**src/rtl/i2c_txn_sequencer.sv**
```systemverilog
// i2c_txn_sequencer
// Turns one register-level I2C request (register write or register read) into
// the byte-level command stream of the I2C master core. It gathers the slave
// ACK/NACK status and the read data, and returns one response per request.
// Every command sent to the core is guarded by a watchdog.
//
// Ports
//   clk, reset_n               clock, asynchronous active-low reset
//   req_valid/req_ready        request handshake
//   req_rw                     0 = register write, 1 = register read
//   req_dev_addr               7-bit slave address
//   req_reg_addr, req_wdata    register address and write data
//   rsp_valid/rsp_ready        response handshake
//   rsp_rdata                  read data (0x00 for writes and failures)
//   rsp_nack                   slave NACKed a written byte
//   rsp_timeout                core did not finish a command in time
//   core_cmd/_valid/_ready     command to the byte core (0=START 1=WRITE
//                              2=READ_NACK 3=STOP 4=RESTART)
//   core_wbyte                 byte for WRITE
//   core_done, core_ack,       completion pulse with write ACK status and
//   core_rbyte                 read byte
//   core_abort                 one-cycle pulse: core must return bus to idle
module i2c_txn_sequencer #(
  parameter logic [15:0] TIMEOUT_CYCLES = 16'd4096
) (
  input  logic       clk,
  input  logic       reset_n,
  input  logic       req_valid,
  output logic       req_ready,
  input  logic       req_rw,
  input  logic [6:0] req_dev_addr,
  input  logic [7:0] req_reg_addr,
  input  logic [7:0] req_wdata,
  output logic       rsp_valid,
  input  logic       rsp_ready,
  output logic [7:0] rsp_rdata,
  output logic       rsp_nack,
  output logic       rsp_timeout,
  output logic [2:0] core_cmd,
  output logic       core_cmd_valid,
  input  logic       core_cmd_ready,
  output logic [7:0] core_wbyte,
  input  logic       core_done,
  input  logic       core_ack,
  input  logic [7:0] core_rbyte,
  output logic       core_abort
);

  typedef enum logic [3:0] {
    IDLE, S_START, S_DEVW, S_REG, S_DATA, S_RESTART, S_DEVR, S_READ, S_STOP, S_RESP
  } state_t;

  typedef enum logic {PH_ISSUE, PH_WAIT} phase_t;

  localparam logic [2:0] CMD_START   = 3'd0;
  localparam logic [2:0] CMD_WRITE   = 3'd1;
  localparam logic [2:0] CMD_READ    = 3'd2;
  localparam logic [2:0] CMD_STOP    = 3'd3;
  localparam logic [2:0] CMD_RESTART = 3'd4;

  // Watchdog value at which a WAIT without core_done gives up.
  localparam logic [15:0] WD_LAST = TIMEOUT_CYCLES - 16'd1;

  state_t      state_q, state_d;
  phase_t      phase_q, phase_d;
  logic        rw_q, rw_d;
  logic [6:0]  dev_q, dev_d;
  logic [7:0]  reg_q, reg_d;
  logic [7:0]  wdata_q, wdata_d;
  logic [7:0]  rdata_q, rdata_d;
  logic        nack_q, nack_d;
  logic        timeout_q, timeout_d;
  logic [15:0] wd_q, wd_d;

  state_t      succ;       // next state when the current command succeeds
  logic        wd_expire;

  assign wd_expire   = (TIMEOUT_CYCLES != 16'd0) && (wd_q == WD_LAST);
  assign rsp_rdata   = rdata_q;
  assign rsp_nack    = nack_q;
  assign rsp_timeout = timeout_q;

  always_ff @(posedge clk or negedge reset_n) begin
    if (!reset_n) begin
      state_q   <= IDLE;
      phase_q   <= PH_ISSUE;
      rw_q      <= 1'b0;
      dev_q     <= 7'd0;
      reg_q     <= 8'd0;
      wdata_q   <= 8'd0;
      rdata_q   <= 8'd0;
      nack_q    <= 1'b0;
      timeout_q <= 1'b0;
      wd_q      <= 16'd0;
    end else begin
      state_q   <= state_d;
      phase_q   <= phase_d;
      rw_q      <= rw_d;
      dev_q     <= dev_d;
      reg_q     <= reg_d;
      wdata_q   <= wdata_d;
      rdata_q   <= rdata_d;
      nack_q    <= nack_d;
      timeout_q <= timeout_d;
      wd_q      <= wd_d;
    end
  end

  always_comb begin
    state_d        = state_q;
    phase_d        = phase_q;
    rw_d           = rw_q;
    dev_d          = dev_q;
    reg_d          = reg_q;
    wdata_d        = wdata_q;
    rdata_d        = rdata_q;
    nack_d         = nack_q;
    timeout_d      = timeout_q;
    wd_d           = wd_q;
    req_ready      = 1'b0;
    rsp_valid      = 1'b0;
    core_cmd_valid = 1'b0;
    core_cmd       = CMD_STOP;
    core_wbyte     = 8'h00;
    core_abort     = 1'b0;
    succ           = S_RESP;

    // Command and byte presented by each command state, and its successor.
    case (state_q)
      S_START:   begin core_cmd = CMD_START;   succ = S_DEVW; end
      S_DEVW:    begin core_cmd = CMD_WRITE;   core_wbyte = {dev_q, 1'b0}; succ = S_REG; end
      S_REG:     begin
        core_cmd   = CMD_WRITE;
        core_wbyte = reg_q;
        succ       = rw_q ? S_RESTART : S_DATA;
      end
      S_DATA:    begin core_cmd = CMD_WRITE;   core_wbyte = wdata_q; succ = S_STOP; end
      S_RESTART: begin core_cmd = CMD_RESTART; succ = S_DEVR; end
      S_DEVR:    begin core_cmd = CMD_WRITE;   core_wbyte = {dev_q, 1'b1}; succ = S_READ; end
      S_READ:    begin core_cmd = CMD_READ;    succ = S_STOP; end
      S_STOP:    begin core_cmd = CMD_STOP;    succ = S_RESP; end
      default:   ;
    endcase

    case (state_q)
      IDLE: begin
        req_ready = 1'b1;
        if (req_valid) begin
          rw_d    = req_rw;
          dev_d   = req_dev_addr;
          reg_d   = req_reg_addr;
          wdata_d = req_wdata;
          state_d = S_START;
          phase_d = PH_ISSUE;
        end
      end
      S_RESP: begin
        rsp_valid = 1'b1;
        if (rsp_ready) begin
          rdata_d   = 8'h00;
          nack_d    = 1'b0;
          timeout_d = 1'b0;
          state_d   = IDLE;
        end
      end
      default: begin
        if (phase_q == PH_ISSUE) begin
          // Watchdog is frozen while the core is not ready; core_done ignored.
          core_cmd_valid = 1'b1;
          if (core_cmd_ready) begin
            phase_d = PH_WAIT;
            wd_d    = 16'd0;
          end
        end else if (core_done) begin
          // core_done beats a watchdog expiry in the same cycle.
          phase_d = PH_ISSUE;
          if (state_q == S_READ) begin
            rdata_d = core_rbyte;
          end
          if ((core_cmd == CMD_WRITE) && !core_ack) begin
            nack_d  = 1'b1;
            state_d = S_STOP;
          end else begin
            state_d = succ;
          end
        end else if (wd_expire) begin
          // Abandon the bus without STOP; timeout overrides any earlier NACK.
          core_abort = 1'b1;
          timeout_d  = 1'b1;
          nack_d     = 1'b0;
          rdata_d    = 8'h00;
          phase_d    = PH_ISSUE;
          state_d    = S_RESP;
        end else begin
          wd_d = (wd_q == 16'hFFFF) ? wd_q : wd_q + 16'd1;
        end
      end
    endcase
  end

endmodule

```
**config.mk**
```make
export PLATFORM = sky130hd
export DESIGN_NAME = i2c_txn_sequencer
export DESIGN_NICKNAME = d
export VERILOG_FILES = /design/src/rtl/i2c_txn_sequencer.sv
export SDC_FILE = /design/constraint.sdc
export NUM_CORES = 1
export LEC_CHECK = 0
export CORE_ASPECT_RATIO = 0.6
export CORE_MARGIN = 2
export CORE_UTILIZATION = 47
export CTS_CLUSTER_DIAMETER = 200
export CTS_CLUSTER_SIZE = 8
export DETAILED_ROUTE_END_ITERATION = 8
export PLACE_DENSITY_LB_ADDON = 0.05
export SYNTH_ARGS = -nofsm -noshare
export SYNTH_HDL_FRONTEND = slang
export SYNTH_SLANG_ARGS = --single-unit
```
**constraint.sdc**
```tcl
create_clock -name clk -period 2.6 [get_ports clk]
set_input_delay 0.65 -clock clk [delete_from_list [all_inputs] [get_ports clk]]
set_output_delay 0.65 -clock clk [all_outputs]
set_load 0.02 [all_outputs]
```
=== Word level (Yosys, flattened, before mapping) ===
Cells that the tools add are included.

* Register bits: 55
* Bits in latches: 0
* Bits in writable memories: 0
* ROM bits: 0
* Bits of input ports: 39
* Output and inout bits: 25
* Word-level logic and storage cells: 98
* Memories kept: 0

* Add/sub/neg operators: 1
* Multiply operators: 0
* Div/mod/pow operators: 0
* $lt $le $gt $ge: 0
* Eq/ne operators: 19
* Shift operators: 0
* Muxes and demuxes: 46
* Bitwise logic cells: 3
* Reduce and logical (&&, ||, !) cells: 19

{| class="wikitable"
|+ Operator list
! cell !! count
|-
| two-way mux 16 bit || 5
|-
| two-way mux 8 bit || 5
|-
| one-hot mux 8 bit (4 select lines) || 1
|-
| two-way mux 4 bit || 6
|-
| one-hot mux 4 bit (6 select lines) || 1
|-
| two-way mux 1 bit || 22
|-
| AND reduction 5 bit || 4
|-
| adder 16 x 1 -> 16 bit, second input constant || 1
|-
| equality test 16 x 12 -> 1 bit, second input constant || 1
|-
| equality test 16 bit, second input constant || 1
|-
| equality test 4 x 3 -> 1 bit, second input constant || 4
|-
| one-hot mux 8 bit (2 select lines) || 1
|-
| one-hot mux 3 bit (4 select lines) || 1
|-
| inequality test 2 bit, second input constant || 5
|-
| equality test 4 x 2 -> 1 bit, second input constant || 2
|-
| one-hot mux 4 bit (2 select lines) || 1
|-
| inequality test 3 x 1 -> 1 bit, second input constant || 2
|-
| one-hot mux 1 bit (2 select lines) || 3
|-
| nonzero test 2 bit || 3
|-
| nonzero test 3 bit || 2
|-
| equality test 4 x 1 -> 1 bit, second input constant || 1
|-
| equality test 4 bit, second input constant || 1
|-
| zero test 4 bit || 1
|-
| AND reduction 2 bit || 2
|-
| other kinds (9) || 12
|}

=== Logic depth before layout (Yosys ltp) ===
Gate-level depths: netlist of run 1.

* Word-level depth: 9
* Depth in mapped cells: 8
* Depth with buffers taken out: 6

=== Least setup slack after synthesis of run 1 ===
No wires, ideal clock.

* Path kind: reg-to-output
* Start point: register wd_q[0]
* End point: output core_abort
* Arrival: 1.751 ns
* Required time: 1.950 ns
* Setup slack: 0.199 ns
* Stages on the path, launching flop included: 5
* Path buffers: 0
* Cell sequence: dfrtp_1 ha_1 and4_1 nand2_1 nor4_1

* Longest elaborated chain between the ends: 5

{| class="wikitable"
|+ RTL lines
! what !! RTL line !! RTL
|-
| start, declared || 73 || <nowiki>logic [15:0] wd_q, wd_d;</nowiki>
|-
| start signal, assigned || 105 || <nowiki>wd_q <= wd_d;</nowiki>
|-
| equality test 16 x 12 -> 1 bit || 78 || <nowiki>assign wd_expire = (TIMEOUT_CYCLES != 16'd0) && (wd_q == WD_LAST);</nowiki>
|-
| two-way mux 1 bit || 186 || <nowiki>end else if (wd_expire) begin</nowiki>
|-
| two-way mux 1 bit || 174 || <nowiki>end else if (core_done) begin</nowiki>
|-
| two-way mux 1 bit || 167 || <nowiki>if (phase_q == PH_ISSUE) begin</nowiki>
|-
| two-way mux 1 bit || 145 || <nowiki>case (state_q)</nowiki>
|-
| end, declared || 46 || <nowiki>output logic core_abort</nowiki>
|}

Every way passes these cells.

=== Final worst setup path of run 1 ===
* Start point: register state_q[1]
* End point: output core_cmd_valid

* Longest elaborated chain between the ends: 3
* Elaborated cells between the ends (all ways): 4
* Those cells by class: 1 x eq/ne; 1 x mux; 2 x reduce/logical

{| class="wikitable"
|+ RTL lines
! what !! RTL line !! RTL
|-
| start, declared || 64 || <nowiki>state_t state_q, state_d;</nowiki>
|-
| start signal, assigned || 96 || <nowiki>state_q <= state_d;</nowiki>
|-
| equality test 4 bit / zero test 4 bit (equally long branches) || 145 ||
|-
| OR reduction 2 bit (no line) * || n/a ||
|-
| two-way mux 1 bit * || 145 ||
|-
| end, declared || 40 || <nowiki>output logic core_cmd_valid,</nowiki>
|}

Every way passes the cells marked *; elsewhere a longest branch is shown, timed or not.

==> impl_metrics.toml, run 1 <==
[die]
dieHeight_um = 64.14
die_area_um2 = 6684
pin_count = 64
start_util_pct = 49.68
core-area_um2 = 5702
rows = 21
die_width_um = 104.2

[drt]
wl_per_cell_um = 15.93
route.vias.total = 2342
viasPerCell = 5.434
dr.pass1.iters = 5
route.detailed.drc = 0
wl_mm = 6.865
drt-initial-drc-count = 176
ant_nets = 0

[synth]
synth_most_common_cell = "dfrtp_1"
yosysSeqAreaShare_pct = 48.59
ys_seq_elements = 55
synth_area_um2 = 2833
synth_largest_area_cell = "dfrtp_1"
ys_warn_count = 0
synthCells = 271
avgSynthCellArea_um2 = 10.45
async_flop_share_pct = 100.0
synth_edf_count = 0
synth_area_leaders = "dfrtp_1 (49%), mux2_2 (9.5%), xnor2_1 (4.0%), nand2_1 (3.4%), nor2_1 (3.3%)"
synthFlopType = "dfrtp_1"
synth_commonest_cells = "dfrtp_1 (55), nand2_1 (26), nor2_1 (25), mux2_2 (24), xnor2_1 (13)"
synth_cell_type_count = 49
yosys.area.top_type_share_pct = 48.59
syn_nets = 311

[power_and_ir_drop]
leakagePower_nw = 1.645
ir_worst_vdd_v = 0.0006351
powerDensity_nw_per_um2 = 824.5
power.total_w = 0.003099

[critical_path]
path_max_fanout = 10
arrival_ps = 1870
worstReg2RegEnd = "wd_q[9]"
slowest_stage = "dfrtp_2"
worstSetupEndpoint = "core_cmd_valid"
path_class = "reg -> out"
crit_family = "buffers and inverters"
startpoint = "state_q[1]"
worstPathCellList = "or2_1, buf_4, o21ba_2, dlygate4sd2_1"
rr_startpoint = "wd_q[12]"
crit_path_end_kind = "primary output"
critPathBufInv = 2
cpPeakStageDelay_ps = 490
required_ps = 1950
crit_cells = 4
reg2regPathDepth = 7
worst_setup_path_start_kind = "flip-flop"
regToRegSetupSlack_ps = 380

[global_routing]
overflow = 0
first_global_vias = 2229
grt_usage_pct = 22.14
grt_max_degree = 25
grt_first_pass_wirelength_mm = 11.63
antenna_found_initial = 0

[timing]
hold_viol_final = 0
fin_crit_sh_pct = 96.97
fin_skew_ps = 6.254
fmax_mhz = 396.6
fin_crit_ps = 2521
rsz0062_at_grt = "no"
setup-tns-final_ps = 0
fin_ws_ps = 78.76
slew_violations = 0
setup_viol = 0
tightestPinTransition_ps = 548.3
timing.hold.ws_ps = 236.5
relSlewSlack_pct = 63.11

[cts]
cts.reportedPaths.clkPinSlew_ps = 100
cts_max_level = 2
cts_sinks = 55
cts_tree = "done"
cts_buffer_depth = 2
numCtsBuffers = 5
root_buffer = "clkbuf_8"
clk_latency_ps = 310

[placed_design]
post-dp-hpwl_mm = 5.190
numPortBuffers = 63
dp.cells = 423
gp_congestion = 0.8380
place_ws_ps = -215.7

[min_path]
hold_class = "in -> async"

[cells_and_area]
n_antenna_cell = 0
drive_gt1_share_pct = 20.23
n_fill_cell = 475
nNetsFinal = 391
syn2layout_area_growth_pct = 32.69
fin_cells = 431

[outcome]
status = "complete, no violations"

[flow_run]
max-cap-violations = 0
[worst min path at each step]
stage | slack, ps | cells after the start | endpoint | start
floorplan | 350 | 0 | dev_q[0] | reset_n
global placement | 480 | 2 | rsp_timeout | rsp_timeout
detailed placement | 490 | 1 | rsp_rdata[2] | rsp_rdata[2]
CTS | 240 | 1 | rw_q | reset_n
global route | 240 | 1 | wdata_q[0] | reset_n
finish | 240 | 1 | rw_q | reset_n
[power breakdown]
| part | total [W] | internal [W] | switching [W] |
|---|---|---|---|
| combinational | 0.00136 | 0.000653 | 0.000710 |
| sequential | 0.00127 | 0.00110 | 0.000172 |
| clock | 0.000461 | 0.000185 | 0.000276 |
| total | 0.00310 | 0.00194 | 0.00116 |
[area by class of cell]
cell class                      count  area, µm²  area share (%)
Tap cell                           80      100.1           2.663
Clock buffer                        5      68.82           1.831
Clock inverter                      2      13.76          0.3662
Multi-Input combinational cell    197       1368           36.38
Inverter                            4      15.01          0.3995
Timing Repair Buffer               88      814.5           21.67
Sequential cell                    55       1379           36.68
[worst register-to-register path, delay by kind of cell, from the launching register on]
family	cells	cell delay, ps
AO/OA/AOI/OAI	1	450
XOR/XNOR	1	150
buffers and inverters	2	410
flip-flops	1	380
AND/OR/NAND/NOR	3	690
[what timing repair did]
action / in CTS / in global routing
hold endpoints to repair: 0 / 0
resized for setup: 18 / 5
hold buffers: 0 / 0
cloned: 0 / 0
setup buffers: 0 / 1
setup endpoints to repair: 13 / 10
[cells by family (layout without fill, tap and decap cells)]
| logic type | count (synthesis) | count (layout) | share of synthesized area [%] |
|---|---|---|---|
| adder cells (fa/ha/maj) | 1 | 1 | 0.4416 |
| multiplexers | 24 | 24 | 9.541 |
| XOR/XNOR | 15 | 15 | 4.903 |
| flip-flops | 55 | 55 | 48.59 |
| AND/OR/NAND/NOR | 111 | 111 | 20.41 |
| buffers and inverters | 19 | 99 | 3.401 |
| AO/OA/AOI/OAI | 46 | 46 | 12.72 |
[flip-flops by register name (all words and copies together), names as in the netlist]
name         count
dev_q            7
phase_q          1
reg_q            8
rsp_nack         1
rsp_rdata        8
rsp_timeout      1
rw_q             1
state_q          4
wd_q            16
wdata_q          8
[per-layer routing]
metal | routed length (µm) | GRT usage [%] | share of wire [%]
met1 | 3733 | 36.07 | 54
met2 | 2578 | 28.54 | 38
met3 | 494 | 5.000 | 7.2
met4 | 58 | 6.250 | 0.84
met5 | 0 | 0 | 0
[cells in the final DEF (no fill, tap or decap), types with 3 or more instances in the layout]
| cell type | count |
|---|---|
| or4_1 | 3 |
| a22oi_1 | 7 |
| a22o_1 | 9 |
| o31ai_1 | 3 |
| nor4_1 | 8 |
| a21oi_1 | 7 |
| nand3_1 | 6 |
| dlygate4sd2_1 | 9 |
| nor2b_1 | 4 |
| nor3_1 | 8 |
| clkdlybuf4s50_1 | 48 |
| dfrtp_1 | 53 |
| buf_4 | 24 |
| inv_1 | 4 |
| nand4_1 | 7 |
| xnor2_1 | 13 |
| nand2b_1 | 4 |
| nand2_1 | 26 |
| and2_1 | 3 |
| mux2_2 | 24 |
| nor2_1 | 25 |
| clkbuf_8 | 5 |
| o21ai_0 | 5 |
[metrics by stage]
stage	utilization, %	instance area (µm²)
after detailed placement	64.14	3657
final	65.92	3759
after floorplan	-	2833
after CTS	65.50	3735
after global routing	65.92	3759
after global placement	64.14	3657
Power figures use the tool's default switching activity.
==> inputs of run 2 (changes only) <==
Settings changed: ABC_AREA from default to 1.
==> run 2 against run 1 <==
Against the previous run:
- die area increased by 11%
- maximum frequency increased by 1.0%
- global-route usage decreased by 0.96 points
- hold slack improved by 51 ps
- cell area increased by 6.0%
- via count increased by 16%
- combinational power increased by 26%
- sequential power increased by 6%
- flip-flop and latch count unchanged
- synthesized area increased by 11%
- largest power group unchanged
==> impl_metrics.toml, run 2 <==
[global_routing]
grt_usage_pct = 21.18
antenna_found_initial = 0
first_global_vias = 2407
grt_first_pass_wirelength_mm = 11.97
grt_max_degree = 25
overflow = 0

[synth]
synth_compound_area_share_pct = 2.505
synth-adder-area-share_pct = 0.3976
synth_largest_area_cell = "dfrtp_1"
synth_most_common_cell = "nand2_1"
async_flop_share_pct = 100.0
synthXorXnorAreaFrac_pct = 2.505
ys_warn_count = 0
synth_area_um2 = 3147
yosysSeqAreaShare_pct = 43.74
synth_cell_type_count = 30
synth-simple-area-share_pct = 36.02
synthCells = 399
synth_top_family_by_area = "simple AND/OR/NAND/NOR gates"
syn_nets = 439
ys_seq_elements = 55
synth_area_leaders = "dfrtp_1 (44%), nand2_1 (19%), mux2_2 (7.2%), nor2_1 (4.9%), nand3_1 (4.0%)"
synthFlopType = "dfrtp_1"
synthMuxAreaShare_pct = 8.588
synth_commonest_cells = "nand2_1 (160), dfrtp_1 (55), nor2_1 (41), inv_1 (32), nand3_1 (25)"
synth_edf_count = 0
yosys.area.top_type_share_pct = 43.74
avgSynthCellArea_um2 = 7.887

[critical_path]
path_max_fanout = 4
regToRegSetupSlack_ps = 810
reg2regPathDepth = 8
slowest_stage = "clkdlybuf4s50_1"
crit_family = "buffers and inverters"
worst_setup_path_start_kind = "flip-flop"
rr_startpoint = "wd_q[0]"
arrival_ps = 1850
worstReg2RegEnd = "rsp_rdata[4]"
path_class = "reg -> out"
critPathBufInv = 2
required_ps = 1950
crit_path_end_kind = "primary output"
cpPeakStageDelay_ps = 650
worstPathCellList = "inv_1, nand2_1, nor2_4, clkdlybuf4s50_1"

[drt]
wl_per_cell_um = 13.17
wl_mm = 7.389
route.detailed.drc = 0
ant_nets = 0
dr.pass1.iters = 4
route.vias.total = 2708
drt-initial-drc-count = 193
viasPerCell = 4.827

[cts]
cts_tree = "done"
cts_max_level = 2
numCtsBuffers = 5
ctsHoldBuffers = 0
clk_latency_ps = 310
root_buffer = "clkbuf_8"
cts_sinks = 55
cts_buffer_depth = 2
cts.reportedPaths.clkPinSlew_ps = 100

[cells_and_area]
largest_reg_flops = 16
fin_area_um2 = 3984
regArea_um2 = 1378
n_antenna_cell = 0
syn2layout_area_growth_pct = 26.60
multi_input_area_um2 = 1579
nNetsFinal = 513
final_util_pct = 60.72
final_cell_mix = "nand2_1 (160), dfrtp_1 (54), clkdlybuf4s50_1 (48)"
final_common_cell = "nand2_1"
fin_cells = 561
drive_gt1_share_pct = 12.87
top_register = "wd_q"
n_fill_cell = 632

[placed_design]
post-dp-hpwl_mm = 5.689
dp.cells = 553
dpl_cell_area_um2 = 3895
gp_congestion = 0.8819
numPortBuffers = 63

[timing]
fmax_mhz = 400.7
fin_crit_sh_pct = 95.98
fin_crit_ps = 2495
tightestPinTransition_ps = 494.2
timing.hold.ws_ps = 288.0
slew_violations = 0
setup_viol = 0
fin_skew_ps = 7.187
relSlewSlack_pct = 67.05
hold_viol_final = 0
rsz0062_at_grt = "no"

[die]
core-area_um2 = 6561
rows = 23
die_area_um2 = 7387
pin_count = 64
dieHeight_um = 67.38
die_width_um = 109.6
start_util_pct = 47.96

[outcome]
status = "complete, no violations"

[power_and_ir_drop]
leakagePower_nw = 2.027
ir_worst_vdd_v = 0.0006492
powerDensity_nw_per_um2 = 889.6

[min_path]
hold_class = "in -> async"

[flow_run]
max-cap-violations = 0
run 2: metrics by stage:
step                      total power, W  setup slack, ps  setup TNS, ps
after detailed placement        0.003103           -134.0         -134.0
after CTS                       0.003575            3.620              0
after floorplan                 0.002538            479.1              0
after global placement          0.003062           -142.8         -142.8
final                           0.003544            104.6              0
after global routing            0.003810            19.29              0
run 2: how the worst max path moves through the flow:
stage          startpoint             to  slack, ps  cells past startpoint
3_5_place_dp    core_done     core_abort       -130                      5
3_3_place_gp    core_done     core_abort       -140                      5
6_report       state_q[2]      rsp_valid        100                      4
2_1_floorplan     wd_q[0]     core_abort        480                      5
5_1_grt        state_q[3]  core_wbyte[2]         20                      7
4_1_cts        state_q[2]    core_cmd[0]          4                      8
run 2: repair_timing:
item | in CTS | in global routing
setup endpoints to repair | 10 | 10
setup buffers | 0 | 0
pin swaps | 0 | 0
gates resized for setup | 10 | 12
run 2: kinds of logic after synthesis:
family	after synthesis
DFF	55
muxes	24
and+or+nand+nor	256
adders and majority gates	1
buffers and inverters	42
AOI/OAI and AO/OA	12
xor gates and xnor gates	9
run 2: routing by layer:
| layer | wire length (µm) | vias to the layer above | global-route usage [%] |
|---|---|---|---|
| met4 | 40 | 0 | 3.323 |
| met3 | 581 | 5 | 4.440 |
| li1 | - | 1402 | - |
| met5 | 0 | - | 0 |
| met1 | 3901 | 1221 | 34.66 |
| met2 | 2865 | 80 | 28.55 |
run 2: where the power goes:
part | internal (W) | total [W] | leakage, nW | switching (W)
logic | 0.000697 | 0.00171 | 1.28 | 0.00102
clock network | 0.000195 | 0.000493 | 0.0461 | 0.000297
registers | 0.00115 | 0.00134 | 0.701 | 0.000193
total | 0.00204 | 0.00354 | 2.03 | 0.00151
run 2: final cells by class:
class,instances,area share (%)
flip-flops and latches,55,34.58
multi-input cells,302,39.64
inverters,36,3.392
repair buffers,73,17.34
clock buffers,5,1.727
well taps,87,2.732
clock inverters,3,0.5967
